$ cat config.mk
export PLATFORM = sky130hd
export DESIGN_NAME = cpu_run_monitor
export DESIGN_NICKNAME = d
export VERILOG_FILES = /design/src/rtl/run_mon_pkg.sv /design/src/rtl/sync_fifo.sv /design/src/rtl/cpu_run_monitor.sv
export SDC_FILE = /design/constraint.sdc
export NUM_CORES = 1
export LEC_CHECK = 0
export CORE_MARGIN = 3
export CORE_UTILIZATION = 50
export DETAILED_ROUTE_END_ITERATION = 16
export GPL_TIMING_DRIVEN = 0
export PLACE_DENSITY = 0.69
export SLEW_MARGIN = 20
export SYNTH_ARGS = -nofsm -noshare
export SYNTH_HDL_FRONTEND = slang
export SYNTH_SLANG_ARGS = --single-unit
$ cat constraint.sdc
create_clock -name clk -period 20.6 [get_ports clk]
set_clock_uncertainty 0.1 [all_clocks]
set_input_delay 2.06 -clock clk [delete_from_list [all_inputs] [get_ports clk]]
set_output_delay 2.06 -clock clk [all_outputs]
set_load 0.005 [all_outputs]
$ cat src/rtl/run_mon_pkg.sv
// Shared types for the run monitor: FSM states, stop codes and the trace record.
package run_mon_pkg;
    localparam int XLEN_P  = 32;
    localparam int CNT_W_P = 32;

    typedef enum logic [1:0] {
        ST_IDLE  = 2'd0,
        ST_RUN   = 2'd1,
        ST_DRAIN = 2'd2,
        ST_DONE  = 2'd3
    } state_e;

    localparam logic [2:0] STS_NONE     = 3'd0;
    localparam logic [2:0] STS_HALT     = 3'd1;
    localparam logic [2:0] STS_MISALIGN = 3'd2;
    localparam logic [2:0] STS_HANG     = 3'd3;
    localparam logic [2:0] STS_TIMEOUT  = 3'd4;
    localparam logic [2:0] STS_OVERFLOW = 3'd5;

    typedef struct packed {
        logic [XLEN_P-1:0]  pc;
        logic [XLEN_P-1:0]  instr;
        logic [CNT_W_P-1:0] cyc;
    } trace_rec_t;
endpackage

$ cat src/rtl/sync_fifo.sv
// Single-clock FIFO; pointers carry an extra wrap bit so full and empty are distinct.
module sync_fifo #(
    parameter int WIDTH = 8,
    parameter int DEPTH = 8
) (
    input  logic             clk,
    input  logic             rstn,
    input  logic             i_push,
    input  logic             i_pop,
    input  logic [WIDTH-1:0] i_din,
    output logic [WIDTH-1:0] o_dout,
    output logic             o_full,
    output logic             o_empty
);
    localparam int AW = $clog2(DEPTH);

    logic [WIDTH-1:0] r_mem [DEPTH];
    logic [AW:0]      r_wptr, r_rptr;
    logic             w_do_push, w_do_pop;

    // A push into a full FIFO is still taken when the head leaves in the same cycle.
    assign w_do_pop  = i_pop && !o_empty;
    assign w_do_push = i_push && (!o_full || w_do_pop);

    always_ff @(posedge clk) begin
        if (!rstn) begin
            r_wptr <= '0;
            r_rptr <= '0;
        end else begin
            if (w_do_push) r_wptr <= r_wptr + 1'b1;
            if (w_do_pop)  r_rptr <= r_rptr + 1'b1;
        end
    end

    always_ff @(posedge clk) begin
        if (w_do_push) r_mem[r_wptr[AW-1:0]] <= i_din;
    end

    assign o_dout  = r_mem[r_rptr[AW-1:0]];
    assign o_empty = (r_wptr == r_rptr);
    assign o_full  = (r_wptr[AW] != r_rptr[AW]) && (r_wptr[AW-1:0] == r_rptr[AW-1:0]);
endmodule

$ cat src/rtl/cpu_run_monitor.sv
// Run monitor beside the single-cycle core: traces retirements into a FIFO and ends
// the run on halt PC, misaligned PC, self-loop hang, cycle timeout or trace overflow.
module cpu_run_monitor
    import run_mon_pkg::*;
#(
    parameter int              XLEN       = XLEN_P,
    parameter int              CNT_W      = CNT_W_P,
    parameter int              MAX_CYCLES = 10000,
    parameter logic [XLEN-1:0] HALT_PC    = 'h800,
    parameter int              HANG_LIMIT = 16,
    parameter int              FIFO_DEPTH = 8,
    parameter bit              OVF_STOP   = 1'b0
) (
    input  logic             clk,
    input  logic             rstn,
    input  logic             start_i,
    input  logic             retire_i,
    input  logic [XLEN-1:0]  pc_i,
    input  logic [XLEN-1:0]  instr_i,
    output logic             trace_valid_o,
    input  logic             trace_ready_i,
    output logic [XLEN-1:0]  trace_pc_o,
    output logic [XLEN-1:0]  trace_instr_o,
    output logic [CNT_W-1:0] trace_cyc_o,
    output logic             running_o,
    output logic             done_o,
    output logic [2:0]       status_o,
    output logic [CNT_W-1:0] cycle_cnt_o,
    output logic [CNT_W-1:0] drop_cnt_o
);
    localparam int HW = $clog2(HANG_LIMIT + 1);

    state_e           r_state, w_state_nx;
    logic             r_running, r_done;
    logic [2:0]       r_status, w_stop_code;
    logic [CNT_W-1:0] r_cyc, r_drop;
    logic [HW-1:0]    r_hang_cnt, w_hang_nx;
    logic [XLEN-1:0]  r_last_pc;
    logic             w_in_run, w_push, w_pop, w_drop, w_stop, w_full, w_empty;
    trace_rec_t       w_rec_in, w_rec_out;

    assign w_in_run  = (r_state == ST_RUN);
    assign w_push    = w_in_run && retire_i;
    assign w_pop     = !w_empty && trace_ready_i;
    assign w_drop    = w_push && w_full && !w_pop;
    assign w_hang_nx = (r_hang_cnt != '0 && pc_i == r_last_pc) ? r_hang_cnt + 1'b1 : HW'(1);
    assign w_rec_in  = '{pc: pc_i, instr: instr_i, cyc: r_cyc};

    sync_fifo #(
        .WIDTH ($bits(trace_rec_t)),
        .DEPTH (FIFO_DEPTH)
    ) u_trace_fifo (
        .clk     (clk),
        .rstn    (rstn),
        .i_push  (w_push),
        .i_pop   (w_pop),
        .i_din   (w_rec_in),
        .o_dout  (w_rec_out),
        .o_full  (w_full),
        .o_empty (w_empty)
    );

    // Highest-priority cause wins when several stop conditions coincide.
    always_comb begin
        w_stop_code = STS_NONE;
        if (w_push && pc_i[1:0] != 2'b00)                       w_stop_code = STS_MISALIGN;
        else if (w_push && pc_i == HALT_PC)                     w_stop_code = STS_HALT;
        else if (w_push && w_hang_nx == HW'(HANG_LIMIT))        w_stop_code = STS_HANG;
        else if (w_drop && OVF_STOP)                            w_stop_code = STS_OVERFLOW;
        else if (w_in_run && r_cyc == CNT_W'(MAX_CYCLES - 1))   w_stop_code = STS_TIMEOUT;
    end

    assign w_stop = w_in_run && (w_stop_code != STS_NONE);

    always_comb begin
        w_state_nx = r_state;
        case (r_state)
            ST_IDLE:  if (start_i) w_state_nx = ST_RUN;
            ST_RUN:   if (w_stop)  w_state_nx = (w_empty && !w_push) ? ST_DONE : ST_DRAIN;
            ST_DRAIN: if (w_empty) w_state_nx = ST_DONE;
            default:  w_state_nx = ST_DONE;
        endcase
    end

    always_ff @(posedge clk) begin
        if (!rstn) begin
            r_state    <= ST_IDLE;
            r_running  <= 1'b0;
            r_done     <= 1'b0;
            r_status   <= STS_NONE;
            r_cyc      <= '0;
            r_drop     <= '0;
            r_hang_cnt <= '0;
        end else begin
            r_state   <= w_state_nx;
            r_running <= (w_state_nx == ST_RUN);
            r_done    <= (w_state_nx == ST_DONE);
            if (w_in_run && !w_stop)     r_cyc      <= r_cyc + 1'b1;
            if (w_stop)                  r_status   <= w_stop_code;
            if (w_drop && r_drop != '1)  r_drop     <= r_drop + 1'b1;
            if (w_push)                  r_hang_cnt <= w_hang_nx;
        end
    end

    // A zero hang count marks the last PC as not yet seen, so it needs no reset.
    always_ff @(posedge clk) begin
        if (w_push) r_last_pc <= pc_i;
    end

    assign trace_valid_o = !w_empty;
    assign trace_pc_o    = w_empty ? '0 : w_rec_out.pc;
    assign trace_instr_o = w_empty ? '0 : w_rec_out.instr;
    assign trace_cyc_o   = w_empty ? '0 : w_rec_out.cyc;
    assign running_o     = r_running;
    assign done_o        = r_done;
    assign status_o      = r_status;
    assign cycle_cnt_o   = r_cyc;
    assign drop_cnt_o    = r_drop;
endmodule

# Word-level counts from Yosys, hierarchy flattened
# Memories as Yosys holds them, arrays and structs flattened. A register that Yosys moved wholly into a read port is not among the register bits.
# Cells that the tools add are included.
# word_totals
ram_bits,768
word_cells,71
mem_count,1
regBits,116
out_inout_bits,166
# memory_table
memory,words,word_bits,read_ports,rd_clocked_by_memory_dff,write_ports,line_no,source
u_trace_fifo.r_mem,8,96,1,1,1,sync_fifo.sv:17,logic [WIDTH-1:0] r_mem [DEPTH];
# classes
eq_ne,12
muxes,17
reduce_logical,26
n_addsub,5
# ops
cell,n
2-to-1 mux 32 bit,3
"adder 32 x 1 -> 32 bit, second input constant",2
"== test 32 x 12 -> 1 bit, second input constant",1
"== test 32 x 14 -> 1 bit, second input constant",1
== test 32 bit,1
"inequality test 32 bit, second input constant",1
2-to-1 mux 3 bit,6
logical AND 1 bit,16
"adder 4 x 1 -> 4 bit, second input constant",2
2-to-1 mux 2 bit,3
one-hot mux 2 bit (3 select lines),1
"adder 5 x 1 -> 5 bit, second input constant",1
"== test 5 bit, second input constant",1
logical NOT 1 bit,5
2-to-1 mux 5 bit,1
nonzero test 5 bit,1
"== test 2 x 1 -> 1 bit, second input constant",2
"== test 2 bit, second input constant",2
== test 4 bit,1
== test 3 bit,1
2-to-1 mux 1 bit,3
nonzero test 3 bit,1
logical NOT 2 bit,1
nonzero test 2 bit,1
other kinds (2),2

# Longest topological paths before layout
# depth
depth_word,13
mapped_depth,10
depth_no_buf,9

# Modules after synthesis
# Synthesis repeated with hierarchy kept, for this count alone.
# unflattened
hier_cells,1832
area_unflattened_um2,35375.2
# by_module_without_submodules
mod,area_per_inst_um2,cells_per_inst,n_inst
sync_fifo,29412.0,1181,1
cpu_run_monitor,5963.2,651,1

# Least setup slack after synthesis
# OpenSTA, ideal clock, no wires.
# synth_timing
path_type,input port to flip-flop
from,input retire_i
to,"memory u_trace_fifo.r_mem[2][0] (netlist bit), enable pin"
setup_ns,0.688
required_time_ns,19.812
arrival_time_ns,9.667
cell_stages,4
n_path_buf,0
setup_slack_ns,10.145
cell_sequence,nand2_4 -> a21oi_1 -> nand2b_1 -> nor3b_1
# synth_via
elab_chain_len,4
# synth_lines
element,line_no,source
start: declaration,cpu_run_monitor.sv:17,"input logic retire_i,"
logical AND 1 bit,cpu_run_monitor.sv:43,assign w_push = w_in_run && retire_i;
logical AND 1 bit,sync_fifo.sv:23,assign w_do_push = i_push && (!o_full || w_do_pop);
2-to-1 mux 1 bit,sync_fifo.sv:36,if (w_do_push) r_mem[r_wptr[AW-1:0]] <= i_din;
2-to-1 mux 1 bit (not written as such),sync_fifo.sv:36,
end: declaration,sync_fifo.sv:17,
# No other way between the ends.

# Final worst setup path
# layout_timing
from,register u_trace_fifo.r_wptr[1]
to,output trace_cyc_o[4]
# layout_via
elab_chain_len,2
# layout_lines
element,line_no,source
start: declaration,sync_fifo.sv:18,"logic [AW:0] r_wptr, r_rptr;"
start signal: assignment,sync_fifo.sv:30,if (w_do_push) r_wptr <= r_wptr + 1'b1;
== test 4 bit,sync_fifo.sv:40,assign o_empty = (r_wptr == r_rptr);
2-to-1 mux 32 bit,cpu_run_monitor.sv:113,assign trace_cyc_o = w_empty ? '0 : w_rec_out.cyc;
end: declaration,cpu_run_monitor.sv:24,"output logic [CNT_W-1:0] trace_cyc_o,"
# No other way between the ends.

==> results_dict.tcl <==
set metrics [dict create \
    remaining_drc_errors 0 \
    hp-class "reg2reg" \
    syn-cell-area_mm2 0.0347 \
    grt_antenna_before_repair 11 \
    p_per_area_mw_per_mm2 97.9 \
    ant_nets 0 \
    cts.clk_slew.worst_paths_ns 0.06 \
    path_max_fanout 10 \
    synth.distinct_cells 62 \
    p_total_uw 4120 \
    port_buffers 234 \
    worst_pin_slew_ns 1.02 \
    r2r_end "u_trace_fifo.r_mem[6][57]$_DFFE_PP_" \
    grt_pass1_vias 19100 \
    grt_start_max_net_pins 42 \
    path_class "reg2out" \
    period_needed_ns 6.66 \
    die_h_um 269 \
    final_common_cell "edfxtp_1" \
    yosysWarningCount 0 \
    routabilityCongestion 0.798 \
    finalSetupTns_ns 0 \
    r2r_setup_slack_ns 16.80 \
    drv_slew 0 \
    syn_to_final_growth_pct 21.2 \
    rsz0062_at_grt "no" \
    num_vias 18500 \
    cp_slowest_cell "clkbuf_1" \
    worstRegToRegCells 10 \
    dp_hpwl_um 53300 \
    synthXorXnorAreaFrac_pct 1.89 \
    vias_per_cell 5.74 \
    clockBufferDepth 3 \
    grt_use_total_pct 22.1 \
    synth_seq_cells 887 \
    dieWidth_um 269 \
    synth_edf_count 800 \
    fmax_ghz 0.150 \
    synth_mux_area_share_pct 15.6 \
    whs_path_depth 2 \
    synth_async_sr_flop_share_pct 0 \
    grt_pass1_wl_um 122000 \
    crit_top_cell "clkbuf_1" \
    slowest_delay_ns 0.68 \
    hold_start "drop_cnt_o[31]$_SDFFE_PN0P_" \
    total_leakage_power_uw 0.0135 \
    fin_crit_sh_pct 32.3 \
    synth_seq_area_share_pct 74.3 \
    crit_family "buffers and inverters" \
    clk_latency_ns 0.63 \
    grt_overflow 0 \
    cts.sinks 887 \
    routed_wl_um 80100 \
    critPathArrivalTime_ns 4.50 \
    synth_top_family_by_area "multiplexers" \
    min_to "drop_cnt_o[31]$_SDFFE_PN0P_" \
    crit_chain "clkbuf_1, xor2_1, nor3_2, and2_1, buf_2, clkbuf_1, clkbuf_1, nor2_1, clkdlybuf4s50_1" \
    drive_above_1_share_pct 20.8 \
    drv_cap 0 \
    whs_ns 0.427 \
    die_area_mm2 0.0726 \
    cts_setup_buffers 0 \
    startpoint_type "flip-flop" \
    synth_compound_area_share_pct 1.13 \
    htreeDepth 3 \
    mostFrequentLayoutCells "edfxtp_1 (800), clkdlybuf4s50_1 (234), mux4_2 (192)" \
    io_pins 235 \
    drtIter0Drc 1724 \
    hold_violations 0 \
    synth_cells 1803 \
    cp_data_required_time_ns 18.44 \
    peakVddDrop_mv 0.0627 \
    start_util_pct 51.0 \
    numCtsBuffers 86 \
    fillCellCount 4890 \
    clockRootBuffer "clkbuf_16" \
    critPathBufInv 5 \
    cts_repair_resize_count 0 \
    yosys_most_used_dff "edfxtp_1" \
    hold_buffers 0 \
    outcome "finished, final reports clean" \
    cts_tree "done" \
    r2r-start "u_trace_fifo.r_wptr[0]$_SDFFE_PN0P_" \
    synthAdderAreaFrac_pct 0.216 \
    finalSetupViolations 0 \
    numPlacedInstances 3057 \
    avgRoutedWirePerCell_um 24.9 \
    layout.nets 2299 \
    num_rows 95 \
    synthesis.nets 1878 \
    first_pass_iters 5 \
    syn_avg_cell_area_um2 19.2 \
    core_mm2 0.0680 \
    synthSimpleGateAreaFrac_pct 5.82 \
    worstSetupEndpointType "output port" \
    instances_no_fill 3222 \
    relSlewSlack_pct 31.8 \
]
## synth_stat cells (8+ instances only)
cell	n	share of area [%]
o21ai_0	18	0.26
inv_1	8	0.087
nor4_1	19	0.34
dfxtp_1	87	5.0
mux2i_1	106	3.1
buf_2	19	0.27
and2_1	11	0.20
nand3_1	27	0.39
xnor2_1	48	1.2
nor3_1	12	0.17
nand4_1	23	0.41
a21oi_1	19	0.27
clkbuf_1	51	0.55
and3_1	21	0.38
or3_1	10	0.18
mux4_2	192	12
edfxtp_1	800	69
nor2_1	157	1.7
xor2_1	27	0.68
nand2b_1	11	0.20
nand2_1	46	0.50
## stage by stage
step                setup WS, ns  instance area, um^2  util, %
floorplan                  10.15                34700        -
global placement            2.05                38200     56.2
detailed placement         14.56                39200     57.7
CTS                        13.89                42000     61.8
global route               13.75                42100     61.9
finish                     13.94                42100     61.9
## worst register-to-register path: stages, from the launching register on
cell and delay, ns:
dfxtp_1 0.34, clkbuf_1 0.41, xor2_1 0.22, nor3_2 0.10, a21oi_1 0.42, nand2_1 0.29, nor3b_2 0.77, buf_4 0.33
buf_6 0.17, buf_6 0.15, buf_4 0.19
## power by group
part / leakage (uW) / total [uW] / switching [uW] / internal (uW)
Sequential: 0.00830 / 2000 / 12.5 / 1990
Clock: 0.00138 / 1560 / 652 / 905
Combinational: 0.00383 / 556 / 279 / 278
## sequential cells by signal, summed over array words and instances, names as in the netlist, 2 cells and up, named ones only
| name | cells |
|---|---|
| u_trace_fifo.r_wptr | 4 |
| u_trace_fifo.r_mem | 768 |
| cycle_cnt_o | 32 |
| r_last_pc | 32 |
| drop_cnt_o | 32 |
| u_trace_fifo.r_rptr | 4 |
| r_hang_cnt | 5 |
| status_o | 3 |
| r_state | 2 |
## worst max path at each step
stage | startpoint | end | cells past startpoint
final | u_trace_fifo.r_wptr[1]$_SDFFE_PN0P_ | trace_cyc_o[4] | 9
after global routing | u_trace_fifo.r_wptr[0]$_SDFFE_PN0P_ | trace_cyc_o[2] | 9
after CTS | u_trace_fifo.r_wptr[0]$_SDFFE_PN0P_ | trace_cyc_o[4] | 9
after detailed placement | u_trace_fifo.r_wptr[1]$_SDFFE_PN0P_ | trace_cyc_o[4] | 9
after global placement | retire_i | u_trace_fifo.r_mem[1][58]$_DFFE_PP_ | 5
after floorplan | retire_i | u_trace_fifo.r_mem[2][0]$_DFFE_PP_ | 4
## routing by layer
layer	GRT usage (%)	share of wire (%)	vias up
met5	0	0.071	-
met4	6.37	2.2	10
met3	4.89	7.1	126
met2	35.7	49	644
met1	30.7	42	9602
li1	-	-	8099
## cell type report
type / instances / area (um^2) / area share [%]
flip-flops and latches: 887 / 25800 / 61.3
multi-input cells: 826 / 8580 / 20.4
repair buffers: 333 / 3350 / 7.96
clock buffers: 110 / 2380 / 5.66
well taps: 921 / 1150 / 2.74
clock inverters: 51 / 432 / 1.03
plain buffers: 80 / 354 / 0.842
inverters: 10 / 37.5 / 0.0892
diodes: 4 / 10.0 / 0.0238
## logic make-up (layout without fill, tap and decap cells)
family                   count (synthesis)  count (layout)
flip-flops                             887             887
AND/OR/NAND/NOR                        385             385
multiplexers                           299             299
buffers and inverters                   90             584
XOR/XNOR                                75              75
AO/OA/AOI/OAI                           61              61
adder cells (fa/ha/maj)                  6               6
other                                    0               4
Power figures use the tool's default switching activity.
